**config.mk**
```make
export PLATFORM = sky130hd
export DESIGN_NAME = mbox_arbiter_flat
export DESIGN_NICKNAME = d
export VERILOG_FILES = /design/src/rtl/mbox_arbiter_pkg.sv /design/src/rtl/mbox_arbiter_if.sv /design/src/rtl/mbox_arbiter_rr_pick.sv /design/src/rtl/mbox_arbiter.sv /design/src/flat_wrapper.sv
export SDC_FILE = /design/constraint.sdc
export NUM_CORES = 1
export LEC_CHECK = 0
export ABC_AREA = 1
export BUFFER_PORTS_ARGS = -buffer_cell sky130_fd_sc_hd__buf_2
export CAP_MARGIN = 20
export CORE_ASPECT_RATIO = 1.25
export CORE_MARGIN = 2
export CORE_UTILIZATION = 49
export DETAILED_ROUTE_END_ITERATION = 6
export PLACE_DENSITY = 0.87
export REMOVE_ABC_BUFFERS = 1
export SLEW_MARGIN = 20
export SYNTH_ARGS = -nofsm -noshare
export SYNTH_HDL_FRONTEND = slang
export SYNTH_SLANG_ARGS = --single-unit
```
**constraint.sdc**
```tcl
create_clock -name wb_clk_i -period 2.85 [get_ports wb_clk_i]
set_input_delay 0.285 -clock wb_clk_i [delete_from_list [all_inputs] [get_ports wb_clk_i]]
set_output_delay 0.285 -clock wb_clk_i [all_outputs]
set_load 0.005 [all_outputs]
```
**src/rtl/mbox_arbiter_pkg.sv**
```systemverilog
// ============================================================================
// Module  : mbox_arb_pkg
// Brief   : Shared types and constants for the mailbox write-port arbiter.
// Rev     : 1.0  initial release
// ============================================================================
`default_nettype none

package mbox_arb_pkg;

    typedef enum logic {
        ST_IDLE = 1'b0,
        ST_SEND = 1'b1
    } state_t;

    localparam int BYTE_W = 8;
    localparam int WORD_W = 32;

    // req_len_i encodes bytes-minus-one
    localparam logic [1:0] LEN_1B = 2'd0;
    localparam logic [1:0] LEN_2B = 2'd1;
    localparam logic [1:0] LEN_3B = 2'd2;
    localparam logic [1:0] LEN_4B = 2'd3;

endpackage

`default_nettype wire

```
**src/rtl/mbox_arbiter_if.sv**
```systemverilog
// ============================================================================
// Module  : mbox_arbiter_if
// Brief   : Requester-side and mailbox-side signals of the mailbox arbiter.
// Rev     : 1.0  initial release
// ============================================================================
`default_nettype none

interface mbox_arbiter_if
    import mbox_arb_pkg::*;
#(
    parameter int NREQ = 4,
    parameter int ID_W = 2
);
    logic [NREQ-1:0]        req_i;
    logic [NREQ*WORD_W-1:0] req_dat_i;
    logic [NREQ*2-1:0]      req_len_i;
    logic [NREQ-1:0]        gnt_o;
    logic                   busy_o;
    logic [ID_W-1:0]        cur_id_o;
    logic                   mbox_wr_o;
    logic [BYTE_W-1:0]      mbox_do_o;
    logic                   mbox_full_i;

    modport slave (
        input  req_i, req_dat_i, req_len_i, mbox_full_i,
        output gnt_o, busy_o, cur_id_o, mbox_wr_o, mbox_do_o
    );

    modport master (
        output req_i, req_dat_i, req_len_i, mbox_full_i,
        input  gnt_o, busy_o, cur_id_o, mbox_wr_o, mbox_do_o
    );
endinterface

`default_nettype wire

```
**src/rtl/mbox_arbiter_rr_pick.sv**
```systemverilog
// ============================================================================
// Module  : rr_pick
// Brief   : Combinational round-robin picker; first request after i_last.
//           MBOX_ARB_PRIO0_EN: requester 0 wins outright, others rotate.
// Rev     : 1.0  initial release
// ============================================================================
`default_nettype none

module rr_pick #(
    parameter int NREQ = 4,
    parameter int ID_W = 2
) (
    input  wire logic [NREQ-1:0] i_req,
    input  wire logic [ID_W-1:0] i_last,
    output logic                 o_valid,
    output logic [ID_W-1:0]      o_id,
    output logic [NREQ-1:0]      o_onehot
);

    logic [NREQ-1:0] w_req;
    logic [ID_W:0]   w_k;

    always_comb begin
        w_req    = i_req;
        w_k      = '0;
        o_valid  = 1'b0;
        o_id     = '0;
        o_onehot = '0;
`ifdef MBOX_ARB_PRIO0_EN
        w_req[0] = 1'b0;
`endif
        for (int i = 0; i < NREQ; i++) begin
            // candidate = (last + 1 + i) mod NREQ; one subtraction suffices
            w_k = {1'b0, i_last} + (ID_W+1)'(i + 1);
            if (w_k >= (ID_W+1)'(NREQ)) begin
                w_k = w_k - (ID_W+1)'(NREQ);
            end
            if (!o_valid && w_req[w_k[ID_W-1:0]]) begin
                o_valid = 1'b1;
                o_id    = w_k[ID_W-1:0];
            end
        end
`ifdef MBOX_ARB_PRIO0_EN
        if (i_req[0]) begin
            o_valid = 1'b1;
            o_id    = '0;
        end
`endif
        if (o_valid) begin
            o_onehot[o_id] = 1'b1;
        end
    end

endmodule

`default_nettype wire

```
**src/rtl/mbox_arbiter.sv**
```systemverilog
// ============================================================================
// Module  : mbox_arbiter
// Brief   : Round-robin arbiter serializing 32-bit requester words LSB-first
//           into the byte-wide mailbox. Option macro: MBOX_ARB_PRIO0_EN.
// Rev     : 1.0  initial release
// ============================================================================
`default_nettype none

module mbox_arbiter
    import mbox_arb_pkg::*;
#(
    parameter int NREQ  = 4,
    parameter int ID_W  = 2,
    parameter int WB_DW = 32
) (
    input  wire logic      wb_clk_i,
    input  wire logic      wb_rst_ni,
    mbox_arbiter_if.slave  bus
);

    state_t             r_state, w_state_nxt;
    logic [WB_DW-1:0]   r_buf,   w_buf_nxt;
    logic [1:0]         r_cnt,   w_cnt_nxt;
    logic [ID_W-1:0]    r_id,    w_id_nxt;
    logic [ID_W-1:0]    r_last,  w_last_nxt;
    logic [NREQ-1:0]    r_gnt,   w_gnt_nxt;

    logic               w_valid;
    logic [ID_W-1:0]    w_win;
    logic [NREQ-1:0]    w_onehot;
    logic               w_wr;

    rr_pick #(
        .NREQ     (NREQ),
        .ID_W     (ID_W)
    ) u_rr_pick (
        .i_req    (bus.req_i),
        .i_last   (r_last),
        .o_valid  (w_valid),
        .o_id     (w_win),
        .o_onehot (w_onehot)
    );

    // Decoded from the state register so reset kills the strobe at once
    assign w_wr = (r_state == ST_SEND) && !bus.mbox_full_i;

    always_ff @(posedge wb_clk_i or negedge wb_rst_ni) begin
        if (!wb_rst_ni) begin
            r_state <= ST_IDLE;
            r_buf   <= '0;
            r_cnt   <= LEN_1B;
            r_id    <= '0;
            r_last  <= ID_W'(NREQ - 1);
            r_gnt   <= '0;
        end else begin
            r_state <= w_state_nxt;
            r_buf   <= w_buf_nxt;
            r_cnt   <= w_cnt_nxt;
            r_id    <= w_id_nxt;
            r_last  <= w_last_nxt;
            r_gnt   <= w_gnt_nxt;
        end
    end

    always_comb begin
        w_state_nxt = r_state;
        w_buf_nxt   = r_buf;
        w_cnt_nxt   = r_cnt;
        w_id_nxt    = r_id;
        w_last_nxt  = r_last;
        w_gnt_nxt   = '0;
        case (r_state)
            ST_IDLE: begin
                if (w_valid) begin
                    w_buf_nxt   = bus.req_dat_i[int'(w_win)*WB_DW +: WB_DW];
                    w_cnt_nxt   = bus.req_len_i[int'(w_win)*2 +: 2];
                    w_id_nxt    = w_win;
                    w_gnt_nxt   = w_onehot;
                    w_state_nxt = ST_SEND;
                end
            end
            ST_SEND: begin
                if (w_wr) begin
                    w_buf_nxt = r_buf >> BYTE_W;
                    if (r_cnt == LEN_1B) begin
                        w_state_nxt = ST_IDLE;
`ifdef MBOX_ARB_PRIO0_EN
                        // Requester 0 bypasses the rotation, so it never moves the pointer
                        if (r_id != '0) begin
                            w_last_nxt = r_id;
                        end
`else
                        w_last_nxt = r_id;
`endif
                    end else begin
                        w_cnt_nxt = r_cnt - 2'd1;
                    end
                end
            end
        endcase
    end

    assign bus.gnt_o     = r_gnt;
    assign bus.busy_o    = (r_state == ST_SEND);
    assign bus.cur_id_o  = r_id;
    assign bus.mbox_wr_o = w_wr;
    assign bus.mbox_do_o = r_buf[BYTE_W-1:0];

endmodule

`default_nettype wire

```
**src/flat_wrapper.sv**
```systemverilog
// flat-port wrapper written by rule: the top's interface ports become plain ports
module mbox_arbiter_flat import mbox_arb_pkg::*;
#(
    parameter int NREQ  = 4,
    parameter int ID_W  = 2,
    parameter int WB_DW = 32
)
  (wb_clk_i, wb_rst_ni, bus_req_i, bus_req_dat_i, bus_req_len_i, bus_mbox_full_i, bus_gnt_o, bus_busy_o, bus_cur_id_o, bus_mbox_wr_o, bus_mbox_do_o);
  mbox_arbiter_if #(.NREQ(NREQ), .ID_W(ID_W)) bus_i ();
  input  wire logic wb_clk_i;
  input  wire logic wb_rst_ni;
  input wire logic [$bits(bus_i.req_i)-1:0] bus_req_i;
  input wire logic [$bits(bus_i.req_dat_i)-1:0] bus_req_dat_i;
  input wire logic [$bits(bus_i.req_len_i)-1:0] bus_req_len_i;
  input wire logic [$bits(bus_i.mbox_full_i)-1:0] bus_mbox_full_i;
  output wire logic [$bits(bus_i.gnt_o)-1:0] bus_gnt_o;
  output wire logic [$bits(bus_i.busy_o)-1:0] bus_busy_o;
  output wire logic [$bits(bus_i.cur_id_o)-1:0] bus_cur_id_o;
  output wire logic [$bits(bus_i.mbox_wr_o)-1:0] bus_mbox_wr_o;
  output wire logic [$bits(bus_i.mbox_do_o)-1:0] bus_mbox_do_o;
  assign bus_i.req_i = bus_req_i;
  assign bus_i.req_dat_i = bus_req_dat_i;
  assign bus_i.req_len_i = bus_req_len_i;
  assign bus_i.mbox_full_i = bus_mbox_full_i;
  assign bus_gnt_o = bus_i.gnt_o;
  assign bus_busy_o = bus_i.busy_o;
  assign bus_cur_id_o = bus_i.cur_id_o;
  assign bus_mbox_wr_o = bus_i.mbox_wr_o;
  assign bus_mbox_do_o = bus_i.mbox_do_o;
  mbox_arbiter #(.NREQ(NREQ), .ID_W(ID_W), .WB_DW(WB_DW)) u_core (.wb_clk_i(wb_clk_i), .wb_rst_ni(wb_rst_ni), .bus(bus_i));
endmodule
```
Word-level counts from Yosys, hierarchy flattened
Index checks and enable logic that the tools add are counted. Widths: inputs -> output; s select.

Logic and storage cells: 80. Register bits after elaboration: 43.

Magnitude comparators: 10. Add/sub/neg operators: 9. Reduce and logical (&&, ||, !) cells: 14. Equality and inequality tests: 3. Bitwise operators: 1. Shifts and indexed selects: 2. Muxes and demuxes: 35.

Operators with widths (count): $shiftx 128x8->32 (1); $mux 32 (2); $pmux 32 s2 (1); $mux 2 (11); $lt 2x3->1 const B (5); $ge 3x3->1 const B (4); $mux 1 (12); $sub 2x1->2 const B (5); $bmux 1 s2 (4); $mux 4 (2); $shiftx 8x4->2 (1); $add 2x2->3 const B (2); $ne 2x2->1 const B (3); $reduce_and 3->1 (2); $logic_and 1x1->1 (5); $logic_not 1->1 (4); $pmux 2 s2 (1); $reduce_and 2->1 (2); $add 2x1->3 const B (1); $add 2x3->3 const B (1); $demux 1 s2 (1); $ge 2x1->1 const B (1); $logic_not 2->1 (1); $pmux 1 s2 (1); $not 1->1 (1).

Depth between registers and ports, before layout
Depth after elaboration: 21. Depth in mapped cells: 17.

Modules after synthesis
From an unflattened synthesis, not the netlist that was laid out.

Cell total of the unflattened synthesis: 588. Area, all modules: 3492.1 sq um.

By module, submodules not included: mbox_arbiter (cells an instance 524, sequential area each 1078.5 sq um, times used 1, area each 3166.8 sq um); rr_pick (cells an instance 64, sequential area each 0.0 sq um, times used 1, area each 325.3 sq um).

Worst setup path after synthesis
Ideal clock, no wire load.

Path kind: register to register. Start point: reg u_core.r_last[0]. End point: reg u_core.r_buf[10]. Arrival: 1.916 ns. Setup slack: 0.817 ns. Stages on the path, launching flop included: 17. Data required time: 2.734 ns. Clock period less this slack: 2.033 ns. Cell sequence: dfstp_2 -> buf_6 -> inv_6 -> nand2_1 -> nand2_1 -> nand2_2 -> nand2_4 -> nor2_8 -> nand4_1 -> nand2_1 -> nand2_1 -> inv_2 -> buf_4 -> buf_4 -> nor2_1 -> nand2_1 -> nand2_1.

Cells in the longest elaborated chain, start to end: 18. Elaborated cells on any way between the ends: 43.

RTL lines: start, declared (RTL line mbox_arbiter.sv:25) `logic [ID_W-1:0] r_last, w_last_nxt;`; start signal, assigned (RTL line mbox_arbiter.sv:53) `r_last <= ID_W'(NREQ - 1);`; start signal, assigned (RTL line mbox_arbiter.sv:60) `r_last <= w_last_nxt;`; $add 2x1->3 (RTL line mbox_arbiter_rr_pick.sv:34) `w_k = {1'b0, i_last} + (ID_W+1)'(i + 1);`; $ge 3x3->1 / $sub 2x1->2 (equally long branches) (RTL line mbox_arbiter_rr_pick.sv:35, mbox_arbiter_rr_pick.sv:36); $mux 2 (RTL line mbox_arbiter_rr_pick.sv:35) `if (w_k >= (ID_W+1)'(NREQ)) begin`; $bmux 1 s2 (RTL line mbox_arbiter_rr_pick.sv:38) `if (!o_valid && w_req[w_k[ID_W-1:0]]) begin`; $mux 1 (not written as such) (RTL line mbox_arbiter_rr_pick.sv:38); $mux 1 (RTL line mbox_arbiter_rr_pick.sv:38); $logic_not 1->1 (RTL line mbox_arbiter_rr_pick.sv:38); $logic_and 1x1->1 (RTL line mbox_arbiter_rr_pick.sv:38); [... 2 more ...]; $logic_and 1x1->1 (RTL line mbox_arbiter_rr_pick.sv:38); $mux 1 (RTL line mbox_arbiter_rr_pick.sv:38); $logic_not 1->1 (RTL line mbox_arbiter_rr_pick.sv:38); $logic_and 1x1->1 (RTL line mbox_arbiter_rr_pick.sv:38); $mux 2 (RTL line mbox_arbiter_rr_pick.sv:38); $shiftx 128x8->32 (RTL line mbox_arbiter.sv:75) `w_buf_nxt = bus.req_dat_i[int'(w_win)*WB_DW +: WB_DW];`; $mux 32 (RTL line mbox_arbiter.sv:74) `if (w_valid) begin`; $pmux 32 s2 (RTL line mbox_arbiter.sv:72) `case (r_state)`; end signal, assigned (RTL line mbox_arbiter.sv:57) `r_buf <= w_buf_nxt;`; end, declared (RTL line mbox_arbiter.sv:22) `logic [WB_DW-1:0] r_buf, w_buf_nxt;`.

Parallel ways exist; a longest one is shown, timed or not. The select of a mux whose other input is x is not followed. A chain may end at the register's enable or synchronous reset.

Worst setup path in the final report
Start point: reg u_core.r_last[0]. End point: reg u_core.r_buf[20].

The elaborated chain is that of the path after synthesis.

==> results.toml <==
[synth]
syn_area_per_cell_um2 = 5.882
synth.top_cell.area_share_pct = 27.17
yosysMostFrequentCell = "nand2_1"
syn_inst = 642
synth_edf_count = 0
synth_common_cells = "nand2_1, inv_1, nand3_1, nor2_1, dfrtp_1"
synthArstFlopShare_pct = 100.0
synth_seq_cells = 43
syn_area_um2 = 3776
netlist.top_cell.by_area = "dfrtp_1"
yosys_warnings = 0
synth_ff_type = "dfrtp_1"
synth_area_leaders = "dfrtp_1, nand2_1, nand3_1"
synth_seq_area_share_pct = 28.56
synth_cell_types = 27

[die]
die_h_um = 102.2
die_x_um = 82.52
die_area_um2 = 8429
core-area_um2 = 7445
start_util_pct = 50.72
boundaryPins = 159
rows = 35

[global_routing]
overflow = 0
grt_pass1_vias = 3929
grt_max_degree = 45
grt_antenna_before_repair = 0
grt_pass1_wl_um = 16750
gr-usage-all-layers_pct = 24.98

[sta]
tns_ns = 0
setup_viol = 0
max_slew_margin_pct = 37.69
hold_violations = 0
tightestPinTransition_ns = 0.9346
drv_slew = 0
rsz0062_at_grt = "false"
period_minus_slack_ns = 2.473
finClkSkew_ns = 0.007108
post-route-period-util_pct = 86.78
max_freq_ghz = 0.4043

[cts]
clockBufferDepth = 2
cts.sinks = 43
htree_levels = 2
cts_tree = "built"
cts_hold_buffers = 0
cts_inserted_buffers = 5
post-cts-setup-buffers = 0
insertion_delay_ns = 0.30
post_cts_resized = 0
clkTransAtPathRegs_ns = 0.09
root_buffer = "clkbuf_8"

[worst_setup_path]
rrSetupSlack_ns = 0.38
reg2reg_depth = 15
path_max_fanout = 42
critical-path-top-delay-family = "simple AND/OR/NAND/NOR gates"
crit_path_end_kind = "flip-flop"
cp-start-kind = "flip-flop"
crit_chain = "inv_6 -> nand2_1 -> nand2_1 -> nand2_2 -> nand2_4 -> nand2_1 -> nand2_1 -> nand2_2 -> nand3_4 -> inv_2 -> nand2_1 -> nand3_1 -> nand3_1 -> nand2_1 -> nand2_1"
worst_ep_required_time_ns = 3.05
slowest_stage = "dfstp_2"
max_stage_delay_ns = 0.67
crit_top_cell = "nand2_1"
path_buf_inv = 2
arrival_ns = 2.67
r2r-start = "u_core.r_last[0]"
reg2reg_to = "u_core.r_buf[20]"
worstSetupPathType = "flip-flop to flip-flop"

[power_and_ir_drop]
power_mw = 6.020
leakagePower_nw = 2.884
ir_drop_mv = 1.380
pwr_density_cell_nw_per_um2 = 1293

[drt]
ant_nets = 0
drtIter0Drc = 296
drtPass1Iterations = 5
vias_per_cell = 4.979
wl_per_cell_um = 12.12
vias = 4327
drc = 0
routed_wl_um = 10530

[finish]
drive_gt1_share_pct = 25.23
diodes = 0
areaGrowthSynthToFinish_pct = 23.29
fillers = 702
nets = 920
final_cell_count_no_fill = 869

[place]
dpl.cell_count = 861
gp_congestion = 0.8406
portBuffers = 158
dpl.hpwl_um = 7775

[min_path]
hold_class = "primary input to asynchronous set/reset pin"

[run_status]
status = "complete, no violations"

[run]
cap_violations = 0
through the flow:
stage	util [%]	cell area [um^2]	hold WS [ns]	setup WS [ns]
CTS	62.54	4656	0.1577	0.3572
floorplan	-	3522	-0.01059	-0.08926
global route	62.54	4656	0.1950	0.1203
global placement	61.03	4543	0.4625	0.4736
detailed placement	61.03	4543	0.4658	0.3604
finish	62.54	4656	0.1146	0.3767
per-layer routing:
| metal | GRT usage, % | vias up | wire length [um] |
|---|---|---|---|
| li1 | - | 2235 | - |
| met1 | 30.87 | 1918 | 4423 |
| met2 | 45.29 | 167 | 5376 |
| met3 | 2.208 | 7 | 615 |
| met4 | 8.071 | 0 | 112 |
| met5 | 0 | - | 0 |
cells by family (layout without fill, tap and decap cells):
kind of cell,Yosys count,count (layout),synth area share [%]
AO/OA/AOI/OAI,26,26,3.711
adder cells (fa/ha/maj),1,1,0.3313
buffers and inverters,167,302,19.18
flip-flops,43,43,28.56
AND/OR/NAND/NOR,405,405,48.21
cells in the final DEF (no fill, tap or decap), types with 2 or more instances in the layout:
cell      Yosys  layout
nor2_1       55      55
dfrtp_1      41      41
or2_1         4       4
dfstp_2       2       2
buf_2        17     158
nand3_1     100     100
clkbuf_8      0       5
nand4_1      30      30
inv_2         3       3
o21ai_1       9       9
a21oi_1       7       7
nand3_4       2       2
inv_1       120     120
nand2_2       6       6
buf_4        13      10
nand2_1     203     203
o211ai_1      4       4
buf_12        0       2
o21ai_0       6       6
report_power, final:
part           internal, mW  switching, mW
logic                  1.53           2.91
clock network         0.261          0.218
registers             0.914          0.178
worst max-delay path by stage:
stage	start	endpoint	cells past startpoint
global placement	u_core.r_last[0]	u_core.r_buf[25]	14
detailed placement	u_core.r_last[0]	u_core.r_buf[20]	15
CTS	u_core.r_last[0]	u_core.r_buf[20]	15
global route	u_core.r_last[0]	u_core.r_buf[20]	15
floorplan	u_core.r_last[0]	u_core.r_buf[16]	15
finish	u_core.r_last[0]	u_core.r_buf[20]	15
final cells by class:
type | instances | area [um^2] | share of cell area [%]
Sequential cell | 43 | 1079 | 23.17
Multi-Input combinational cell | 432 | 1973 | 42.38
Clock inverter | 3 | 43.79 | 0.9406
Timing Repair Buffer | 170 | 905.9 | 19.46
Clock buffer | 5 | 68.82 | 1.478
Inverter | 124 | 470.5 | 10.10
Tap cell | 92 | 115.1 | 2.472
sequential cells by signal (all words and copies together) (netlist names):
| register | flops |
|---|---|
| u_core.bus.gnt_o | 4 |
| u_core.r_cnt | 2 |
| u_core.bus.busy_o | 1 |
| u_core.bus.cur_id_o | 2 |
| u_core.r_last | 2 |
| u_core.r_buf | 32 |
No activity file was read; power rests on OpenSTA's default activity.
